[src/rtl/alu_muldiv_seq.sv]
// Iterative 16-bit unsigned MUL/DIVU sequencer that borrows the shared execute-stage ALU.
// One ALU operation per cycle; the operands for the next cycle are precomputed so every output is a flop.
package alu_muldiv_seq_pkg;
    typedef enum logic [1:0] {
        ALU_ADD = 2'd0,
        ALU_SUB = 2'd1,
        ALU_AND = 2'd2,
        ALU_OR  = 2'd3
    } alu_func_e;
endpackage

module alu_muldiv_seq
    import alu_muldiv_seq_pkg::*;
#(
    parameter int unsigned ITER = 16
) (
    input  logic              clk,
    input  logic              rst_n,
    input  logic              start,
    input  logic              op,
    input  logic [15:0]       opa,
    input  logic [15:0]       opb,
    output logic              ready,
    output logic              result_valid,
    input  logic              result_ready,
    output logic [15:0]       result_lo,
    output logic [15:0]       result_hi,
    output logic              div_by_zero,
    output logic              alu_own,
    output alu_func_e         alu_func,
    output logic [15:0]       alu_a,
    output logic [15:0]       alu_b,
    input  logic [15:0]       alu_out
);

    localparam int unsigned W     = 16;
    localparam int unsigned CNT_W = $clog2(ITER);
    localparam logic        OP_DIVU = 1'b1;

    typedef enum logic [1:0] {
        IDLE = 2'd0,
        RUN  = 2'd1,
        DONE = 2'd2
    } state_e;

    state_e           state_q, state_d;
    logic             op_q, op_d;
    logic [CNT_W-1:0] cnt_q, cnt_d;
    logic [W-1:0]     acc_q, acc_d;
    logic [W-1:0]     rem_q, rem_d;
    logic [W-1:0]     mcand_q, mcand_d;
    logic [W-1:0]     mplier_q, mplier_d;
    logic [W-1:0]     dvd_q, dvd_d;
    logic [W-1:0]     divisor_q, divisor_d;

    logic             ready_q, ready_d;
    logic             result_valid_q, result_valid_d;
    logic [W-1:0]     result_lo_q, result_lo_d;
    logic [W-1:0]     result_hi_q, result_hi_d;
    logic             div_by_zero_q, div_by_zero_d;
    logic             alu_own_q, alu_own_d;
    alu_func_e        alu_func_q, alu_func_d;
    logic [W-1:0]     alu_a_q, alu_a_d;
    logic [W-1:0]     alu_b_q, alu_b_d;

    // Restoring-division step: 17-bit partial remainder against the divisor
    logic [W:0]       div_s;
    logic             div_ge;
    logic [W-1:0]     div_rem_next;
    logic             last_iter;

    assign div_s        = {rem_q, dvd_q[W-1]};
    assign div_ge       = (div_s >= {1'b0, divisor_q});
    assign div_rem_next = div_ge ? alu_out : div_s[W-1:0];
    assign last_iter    = (cnt_q == CNT_W'(ITER - 1));

    always_comb begin
        state_d        = state_q;
        op_d           = op_q;
        cnt_d          = cnt_q;
        acc_d          = acc_q;
        rem_d          = rem_q;
        mcand_d        = mcand_q;
        mplier_d       = mplier_q;
        dvd_d          = dvd_q;
        divisor_d      = divisor_q;
        ready_d        = ready_q;
        result_valid_d = result_valid_q;
        result_lo_d    = result_lo_q;
        result_hi_d    = result_hi_q;
        div_by_zero_d  = div_by_zero_q;
        alu_own_d      = 1'b0;
        alu_func_d     = ALU_ADD;
        alu_a_d        = '0;
        alu_b_d        = '0;

        case (state_q)
            IDLE: begin
                if (start) begin
                    op_d      = op;
                    cnt_d     = '0;
                    acc_d     = '0;
                    rem_d     = '0;
                    mcand_d   = opa;
                    mplier_d  = opb;
                    dvd_d     = opa;
                    divisor_d = opb;
                    ready_d   = 1'b0;
                    if (op == OP_DIVU && opb == '0) begin
                        state_d        = DONE;
                        result_valid_d = 1'b1;
                        result_lo_d    = '1;
                        result_hi_d    = opa;
                        div_by_zero_d  = 1'b1;
                    end else begin
                        // Preload operands for iteration 0
                        state_d   = RUN;
                        alu_own_d = 1'b1;
                        if (op == OP_DIVU) begin
                            alu_func_d = ALU_SUB;
                            alu_a_d    = {{(W-1){1'b0}}, opa[W-1]};
                            alu_b_d    = opb;
                        end else begin
                            alu_func_d = ALU_ADD;
                            alu_a_d    = '0;
                            alu_b_d    = opb[0] ? opa : '0;
                        end
                    end
                end
            end
            RUN: begin
                cnt_d = cnt_q + CNT_W'(1);
                if (op_q == OP_DIVU) begin
                    rem_d = div_rem_next;
                    acc_d = {acc_q[W-2:0], div_ge};
                    dvd_d = dvd_q << 1;
                end else begin
                    acc_d    = alu_out;
                    mcand_d  = mcand_q << 1;
                    mplier_d = mplier_q >> 1;
                end
                if (last_iter) begin
                    state_d        = DONE;
                    result_valid_d = 1'b1;
                    div_by_zero_d  = 1'b0;
                    if (op_q == OP_DIVU) begin
                        result_lo_d = {acc_q[W-2:0], div_ge};
                        result_hi_d = div_rem_next;
                    end else begin
                        result_lo_d = alu_out;
                        result_hi_d = '0;
                    end
                end else begin
                    // Operands for the following iteration
                    alu_own_d = 1'b1;
                    if (op_q == OP_DIVU) begin
                        alu_func_d = ALU_SUB;
                        alu_a_d    = {div_rem_next[W-2:0], dvd_q[W-2]};
                        alu_b_d    = divisor_q;
                    end else begin
                        alu_func_d = ALU_ADD;
                        alu_a_d    = alu_out;
                        alu_b_d    = mplier_q[1] ? (mcand_q << 1) : '0;
                    end
                end
            end
            DONE: begin
                if (result_ready) begin
                    state_d        = IDLE;
                    ready_d        = 1'b1;
                    result_valid_d = 1'b0;
                end
            end
            default: begin
                state_d        = IDLE;
                ready_d        = 1'b1;
                result_valid_d = 1'b0;
            end
        endcase
    end

    always_ff @(posedge clk or negedge rst_n) begin
        if (!rst_n) begin
            state_q        <= IDLE;
            op_q           <= 1'b0;
            cnt_q          <= '0;
            acc_q          <= '0;
            rem_q          <= '0;
            mcand_q        <= '0;
            mplier_q       <= '0;
            dvd_q          <= '0;
            divisor_q      <= '0;
            ready_q        <= 1'b1;
            result_valid_q <= 1'b0;
            result_lo_q    <= '0;
            result_hi_q    <= '0;
            div_by_zero_q  <= 1'b0;
            alu_own_q      <= 1'b0;
            alu_func_q     <= ALU_ADD;
            alu_a_q        <= '0;
            alu_b_q        <= '0;
        end else begin
            state_q        <= state_d;
            op_q           <= op_d;
            cnt_q          <= cnt_d;
            acc_q          <= acc_d;
            rem_q          <= rem_d;
            mcand_q        <= mcand_d;
            mplier_q       <= mplier_d;
            dvd_q          <= dvd_d;
            divisor_q      <= divisor_d;
            ready_q        <= ready_d;
            result_valid_q <= result_valid_d;
            result_lo_q    <= result_lo_d;
            result_hi_q    <= result_hi_d;
            div_by_zero_q  <= div_by_zero_d;
            alu_own_q      <= alu_own_d;
            alu_func_q     <= alu_func_d;
            alu_a_q        <= alu_a_d;
            alu_b_q        <= alu_b_d;
        end
    end

    assign ready        = ready_q;
    assign result_valid = result_valid_q;
    assign result_lo    = result_lo_q;
    assign result_hi    = result_hi_q;
    assign div_by_zero  = div_by_zero_q;
    assign alu_own      = alu_own_q;
    assign alu_func     = alu_func_q;
    assign alu_a        = alu_a_q;
    assign alu_b        = alu_b_q;

endmodule

[config.mk]
export PLATFORM = sky130hd
export DESIGN_NAME = alu_muldiv_seq
export DESIGN_NICKNAME = d
export VERILOG_FILES = /design/src/rtl/alu_muldiv_seq.sv
export SDC_FILE = /design/constraint.sdc
export NUM_CORES = 1
export LEC_CHECK = 0
export CAP_MARGIN = 10
export CORE_MARGIN = 8
export CORE_UTILIZATION = 35
export CTS_CLUSTER_DIAMETER = 120
export DETAILED_ROUTE_END_ITERATION = 10
export PLACE_DENSITY = 0.55
export SLEW_MARGIN = 25
export SYNTH_ARGS = -nofsm -noshare
export SYNTH_HDL_FRONTEND = slang
export SYNTH_SLANG_ARGS = --single-unit
[constraint.sdc]
create_clock -name clk -period 2.4 [get_ports clk]
set_clock_uncertainty 0.05 [all_clocks]
set_input_delay 0.24 -clock clk [delete_from_list [all_inputs] [get_ports clk]]
set_output_delay 0.24 -clock clk [all_outputs]
set_load 0.02 [all_outputs]
# After elaboration in Yosys (flattened, before gate mapping)
# Index checks and enable logic that the tools add are counted.
dict set report totals {
  n_memories 0
  mem_bits_rw 0
  output_inout_bits 70
  reg_bits 171
  mem_bits_ro 0
  latch_bits 0
  wordCells 106
}
dict set report classes {
  n_reduce_logical 12
  n_mul 0
  n_eq_ne 9
  order_cmp 1
  n_mux 64
  addsub 1
  shift 0
  bitwise 1
  n_div 0
}
# op n
set op_table {}
lappend op_table {{two-way mux 16 bit} 24}
lappend op_table {{case mux 16 bit (2 select lines)} 7}
lappend op_table {{case mux 15 bit (2 select lines)} 2}
lappend op_table {{two-way mux 1 bit} 18}
lappend op_table {{greater-or-equal comparator 17 x 16 -> 1 bit} 1}
lappend op_table {{zero test 16 bit} 1}
lappend op_table {{two-way mux 15 bit} 1}
lappend op_table {{!= test 2 bit, second input constant} 6}
lappend op_table {{AND reduction 3 bit} 4}
lappend op_table {{two-way mux 2 bit} 4}
lappend op_table {{case mux 4 bit (2 select lines)} 1}
lappend op_table {{AND reduction 4 bit} 2}
lappend op_table {{case mux 1 bit (2 select lines)} 3}
lappend op_table {{case mux 1 bit (3 select lines)} 2}
lappend op_table {{case mux 2 bit (3 select lines)} 1}
lappend op_table {{adder 4 x 1 -> 4 bit, second input constant} 1}
lappend op_table {{equality test 4 bit, second input constant} 1}
lappend op_table {{two-way mux 4 bit} 1}
lappend op_table {{AND reduction 2 bit} 2}
lappend op_table {{equality test 2 x 1 -> 1 bit, second input constant} 1}
lappend op_table {{equality test 2 bit, second input constant} 1}
lappend op_table {{zero test 2 bit} 1}
lappend op_table {{nonzero test 2 bit} 1}
lappend op_table {{logical AND 1 bit} 1}
lappend op_table {{inverter 1 bit} 1}

# Depth between registers and ports, before layout
dict set report logic_depth {
  word_depth 5
  ltp_mapped 9
  mapped_depth_nobuf 8
}

# Worst setup path after synthesis
# No wires, ideal clock.
dict set report synth_timing {
  path_kind {register to register}
  from {register rem_q[14]}
  to {register result_hi_q[10], in the netlist result_hi[10]}
  synth_period_minus_slack_ns 2.105
  arrival_ns 1.923
  setup_slack_ns 0.295
  stages_incl_launch_ff 9
  cell_sequence {dfrtp_1 > ha_1 > nand4b_4 > nor4_2 > o31ai_2 > nand3_4 > buf_12 > mux2i_1 > o22ai_1}
}
dict set report synth_between {
  elab_chain_cells 5
}
# element line
set synth_lines {}
lappend synth_lines {{start: declaration} 50} ;# logic [W-1:0] rem_q, rem_d;
lappend synth_lines {{start signal: assignment} 207} ;# rem_q <= rem_d;
lappend synth_lines {{greater-or-equal comparator 17 x 16 -> 1 bit} 73} ;# assign div_ge = (div_s >= {1'b0, divisor_q});
lappend synth_lines {{two-way mux 16 bit} 74} ;# assign div_rem_next = div_ge ? alu_out : div_s[W-1:0];
lappend synth_lines {{two-way mux 16 bit} 146} ;# if (op_q == OP_DIVU) begin
lappend synth_lines {{two-way mux 16 bit} 142} ;# if (last_iter) begin
lappend synth_lines {{case mux 16 bit (2 select lines)} 97} ;# case (state_q)
lappend synth_lines {{end signal: assignment} 215} ;# result_hi_q <= result_hi_d;
lappend synth_lines {{end: declaration} 59} ;# logic [W-1:0] result_hi_q, result_hi_d;
# No other way between the ends. The select of a mux whose other input is x is not followed.
# A chain may end at the register's enable or synchronous reset.

# Worst setup path in the final report
dict set report layout_timing {
  from {register divisor_q[15]}
  to {register result_hi_q[15], in the netlist result_hi[15]}
}
dict set report layout_between {
  elab_chain_cells 5
}
# element line
set layout_lines {}
lappend layout_lines {{start: declaration} 54} ;# logic [W-1:0] divisor_q, divisor_d;
lappend layout_lines {{start signal: assignment} 211} ;# divisor_q <= divisor_d;
lappend layout_lines {{greater-or-equal comparator 17 x 16 -> 1 bit} 73}
lappend layout_lines {{two-way mux 16 bit} 74}
lappend layout_lines {{two-way mux 16 bit} 146}
lappend layout_lines {{two-way mux 16 bit} 142}
lappend layout_lines {{case mux 16 bit (2 select lines)} 97}
# No other way between the ends. The select of a mux whose other input is x is not followed.

==> flow_metrics.env <==
export IMPL_outcome="completed"
export IMPL_final_hold_violation_count=0
export IMPL_hpwl_um=16700
export IMPL_clk_pin_slew_worst_paths_ns=0.07
export IMPL_synth_most_common_cell="dfrtp_1"
export IMPL_totalPowerFinal_uw=15200
export IMPL_grt_max_degree=59
export IMPL_critical_path_class="register to register"
export IMPL_synth_top_area_share_pct=54.9
export IMPL_worstMarginPinSlew_ns=0.715
export IMPL_vias=6257
export IMPL_cts_max_path_buffers=2
export IMPL_ant_nets=0
export IMPL_finalMaxSlewViolations=0
export IMPL_insertedDiodeCount=0
export IMPL_post_place_ws_ns=-0.220
export IMPL_route_detailed_drc=0
export IMPL_maxCapViolCount=0
export IMPL_fp_row_count=54
export IMPL_synth_common_cells="168 x dfrtp_1, 102 x o21ai_0, 92 x nand2_1"
export IMPL_finalSetupViolations=0
export IMPL_place_congestion=0.760
export IMPL_vdd_drop_max_mv=0.732
export IMPL_area_delta_synth_final_pct=34.2
export IMPL_synthesis_nets=844
export IMPL_synth_warnings=0
export IMPL_cp_required_ns=2.71
export IMPL_overflow=0
export IMPL_clkLatencyLatePin_ns=0.44
export IMPL_post_route_util_pct=47.5
export IMPL_cts_root_buf="clkbuf_16"
export IMPL_dp_cells=1189
export IMPL_synth_largest_area_cell="dfrtp_1"
export IMPL_wl_met1_um=10500
export IMPL_drtIter0Drc=381
export IMPL_routed_wirelength_um=23100
export IMPL_synth_seq_cells=169
export IMPL_crit_path_end_kind="register"
export IMPL_fp_dieW_um=164
export IMPL_die_area_um2=26900
export IMPL_start_kind="register"
export IMPL_layout_nets=999
export IMPL_drive_gt1_share_pct=12.8
export IMPL_synth_area_um2=7660
export IMPL_synth_ff_type="dfrtp_1"
export IMPL_start_util_pct=35.4
export IMPL_synth_seq_area_share_pct=55.2
export IMPL_holdWs_ns=0.235
export IMPL_cts_buffers=17
export IMPL_dr_max_layer_used="met4"
export IMPL_cts_setup_buffers=0
export IMPL_rsz0062_at_grt="no"
export IMPL_avgViaCountPerCell=5.12
export IMPL_grt_pass1_wl_um=36300
export IMPL_wl_met2_um=11200
export IMPL_antenna_found_initial=0
export IMPL_cp_max_fo=5
export IMPL_worstPathArrival_ns=2.58
export IMPL_syn_area_per_cell_um2=9.89
export IMPL_synth_edf_count=0
export IMPL_worst_slack_ns=0.133
export IMPL_ios=123
export IMPL_fmax_mhz=441
export IMPL_p_leak_uw=0.00454
export IMPL_synthArstFlopShare_pct=100
export IMPL_cts_sinks=169
export IMPL_pwr_density_cell_nw_per_um2=1480
export IMPL_portBuffers=121
export IMPL_final_cells=1222
export IMPL_grt_usage_pct=17.6
export IMPL_fillers=2073
export IMPL_finalCritPeriodShare_pct=94.4
export IMPL_wl_met3_um=1050
export IMPL_relSlewSlack_pct=52.3
export IMPL_wl_per_cell_um=18.9
export IMPL_cts_tree="done"
export IMPL_grt_pass1_vias=6360
export IMPL_synth_distinct_cells=46
export IMPL_synthCells=774
export IMPL_netlist_top_cells_area="dfrtp_1 55%, o21ai_0 6.7%, mux2i_1 5.8%"
export IMPL_drtPass1Iterations=4
export IMPL_period_minus_slack_ns=2.27
export IMPL_fp_dieH_um=164
export IMPL_coreArea_um2=21600
export IMPL_hold_path_class="input pin to async pin"
export IMPL_h_tree_depth=4
-- path summary, 6_finish.rpt --
| kind | from | to | slack, ns | cells past startpoint |
|---|---|---|---|---|
| max in group asynchronous | rst_n | ready$_DFFE_PN1P_ | 1.27 | 3 |
| worst max-delay path | divisor_q[15]$_DFFE_PN0P_ | result_hi[15]$_DFFE_PN0P_ | 0.13 | 9 |
| worst max register to register | divisor_q[15]$_DFFE_PN0P_ | result_hi[15]$_DFFE_PN0P_ | 0.13 | 9 |
| worst min-delay path | rst_n | acc_q[4]$_DFFE_PN0P_ | 0.24 | 2 |
| min in group clk | opa[10] | alu_b[10]$_DFF_PN0_ | 0.41 | 2 |
| worst min register to register | mplier_q[11]$_DFFE_PN0P_ | mplier_q[11]$_DFFE_PN0P_ | 0.43 | 2 |
-- worst max-delay path, cell delays in order (launching register included) --
cell      delay [ns]
dfrtp_1         0.35
inv_1           0.06
ha_1            0.34
nand4b_4        0.14
nor4_4          0.33
o31ai_2         0.14
nand3_4         0.12
buf_4           0.16
mux2_2          0.34
a31oi_1         0.16
-- power breakdown --
| part | switching [uW] | internal (uW) | leakage (uW) | total [uW] |
|---|---|---|---|---|
| logic | 4080 | 3220 | 0.00216 | 7310 |
| registers | 814 | 4160 | 0.00207 | 4970 |
| clock network | 1250 | 1690 | 0.000309 | 2940 |
| total | 6150 | 9080 | 0.00454 | 15200 |
-- cells by family after synthesis --
group	share of synthesized area, %
DFF	55.2
muxes	5.90
other	0.0490
xor gates and xnor gates	0.229
buffers and inverters	4.30
adders and majority gates	2.78
and+or+nand+nor	13.1
AOI/OAI and AO/OA	18.4
-- per-stage QoR --
stage	TNS [ns]	cell area [um^2]
floorplan	0	7660
global placement	-10.05	9610
detailed placement	-7.86	9610
CTS	0	10200
global route	0	10300
finish	0	10300
-- what timing repair did --
action | 4_1_cts | 5_1_grt
gates resized for setup | 0 | 8
hold endpoints to repair | 37 | 0
setup endpoints to repair | 0 | 20
hold buffers | 1 | 0
-- routing by layer --
| metal | vias up | global-route usage, % |
|---|---|---|
| li1 | 3035 | - |
| met1 | 3050 | 23.1 |
| met2 | 144 | 28.5 |
| met3 | 28 | 3.21 |
| met4 | 0 | 6.20 |
| met5 | - | 0 |
-- area by class of cell --
cell class / instances / area [um^2] / area share, %
Clock inverter: 14 / 184 / 1.79
Tap cell: 280 / 350 / 3.41
Inverter: 21 / 78.8 / 0.767
Multi-Input combinational cell: 531 / 3170 / 30.8
Timing Repair Buffer: 189 / 1830 / 17.8
Sequential cell: 169 / 4230 / 41.2
Clock buffer: 18 / 439 / 4.27
-- layout by cell type (no fill, tap or decap), types with 21 or more instances in the layout --
| cell | instances |
|---|---|
| buf_4 | 59 |
| nand3_1 | 22 |
| a21oi_1 | 55 |
| dfrtp_1 | 167 |
| mux2i_1 | 37 |
| nand2_1 | 92 |
| o21ai_0 | 102 |
| clkdlybuf4s50_1 | 120 |
| inv_1 | 21 |
| nor2_1 | 72 |
-- flip-flops by register name, indices dropped and copies added, names as in the netlist, 2 cells and up --
name,cells
result_lo,16
divisor_q,16
alu_a,16
acc_q,15
state_q,2
dvd_q,16
mcand_q,15
alu_b,16
mplier_q,15
result_hi,16
rem_q,16
cnt_q,4
No activity file was read; power rests on OpenSTA's default activity.
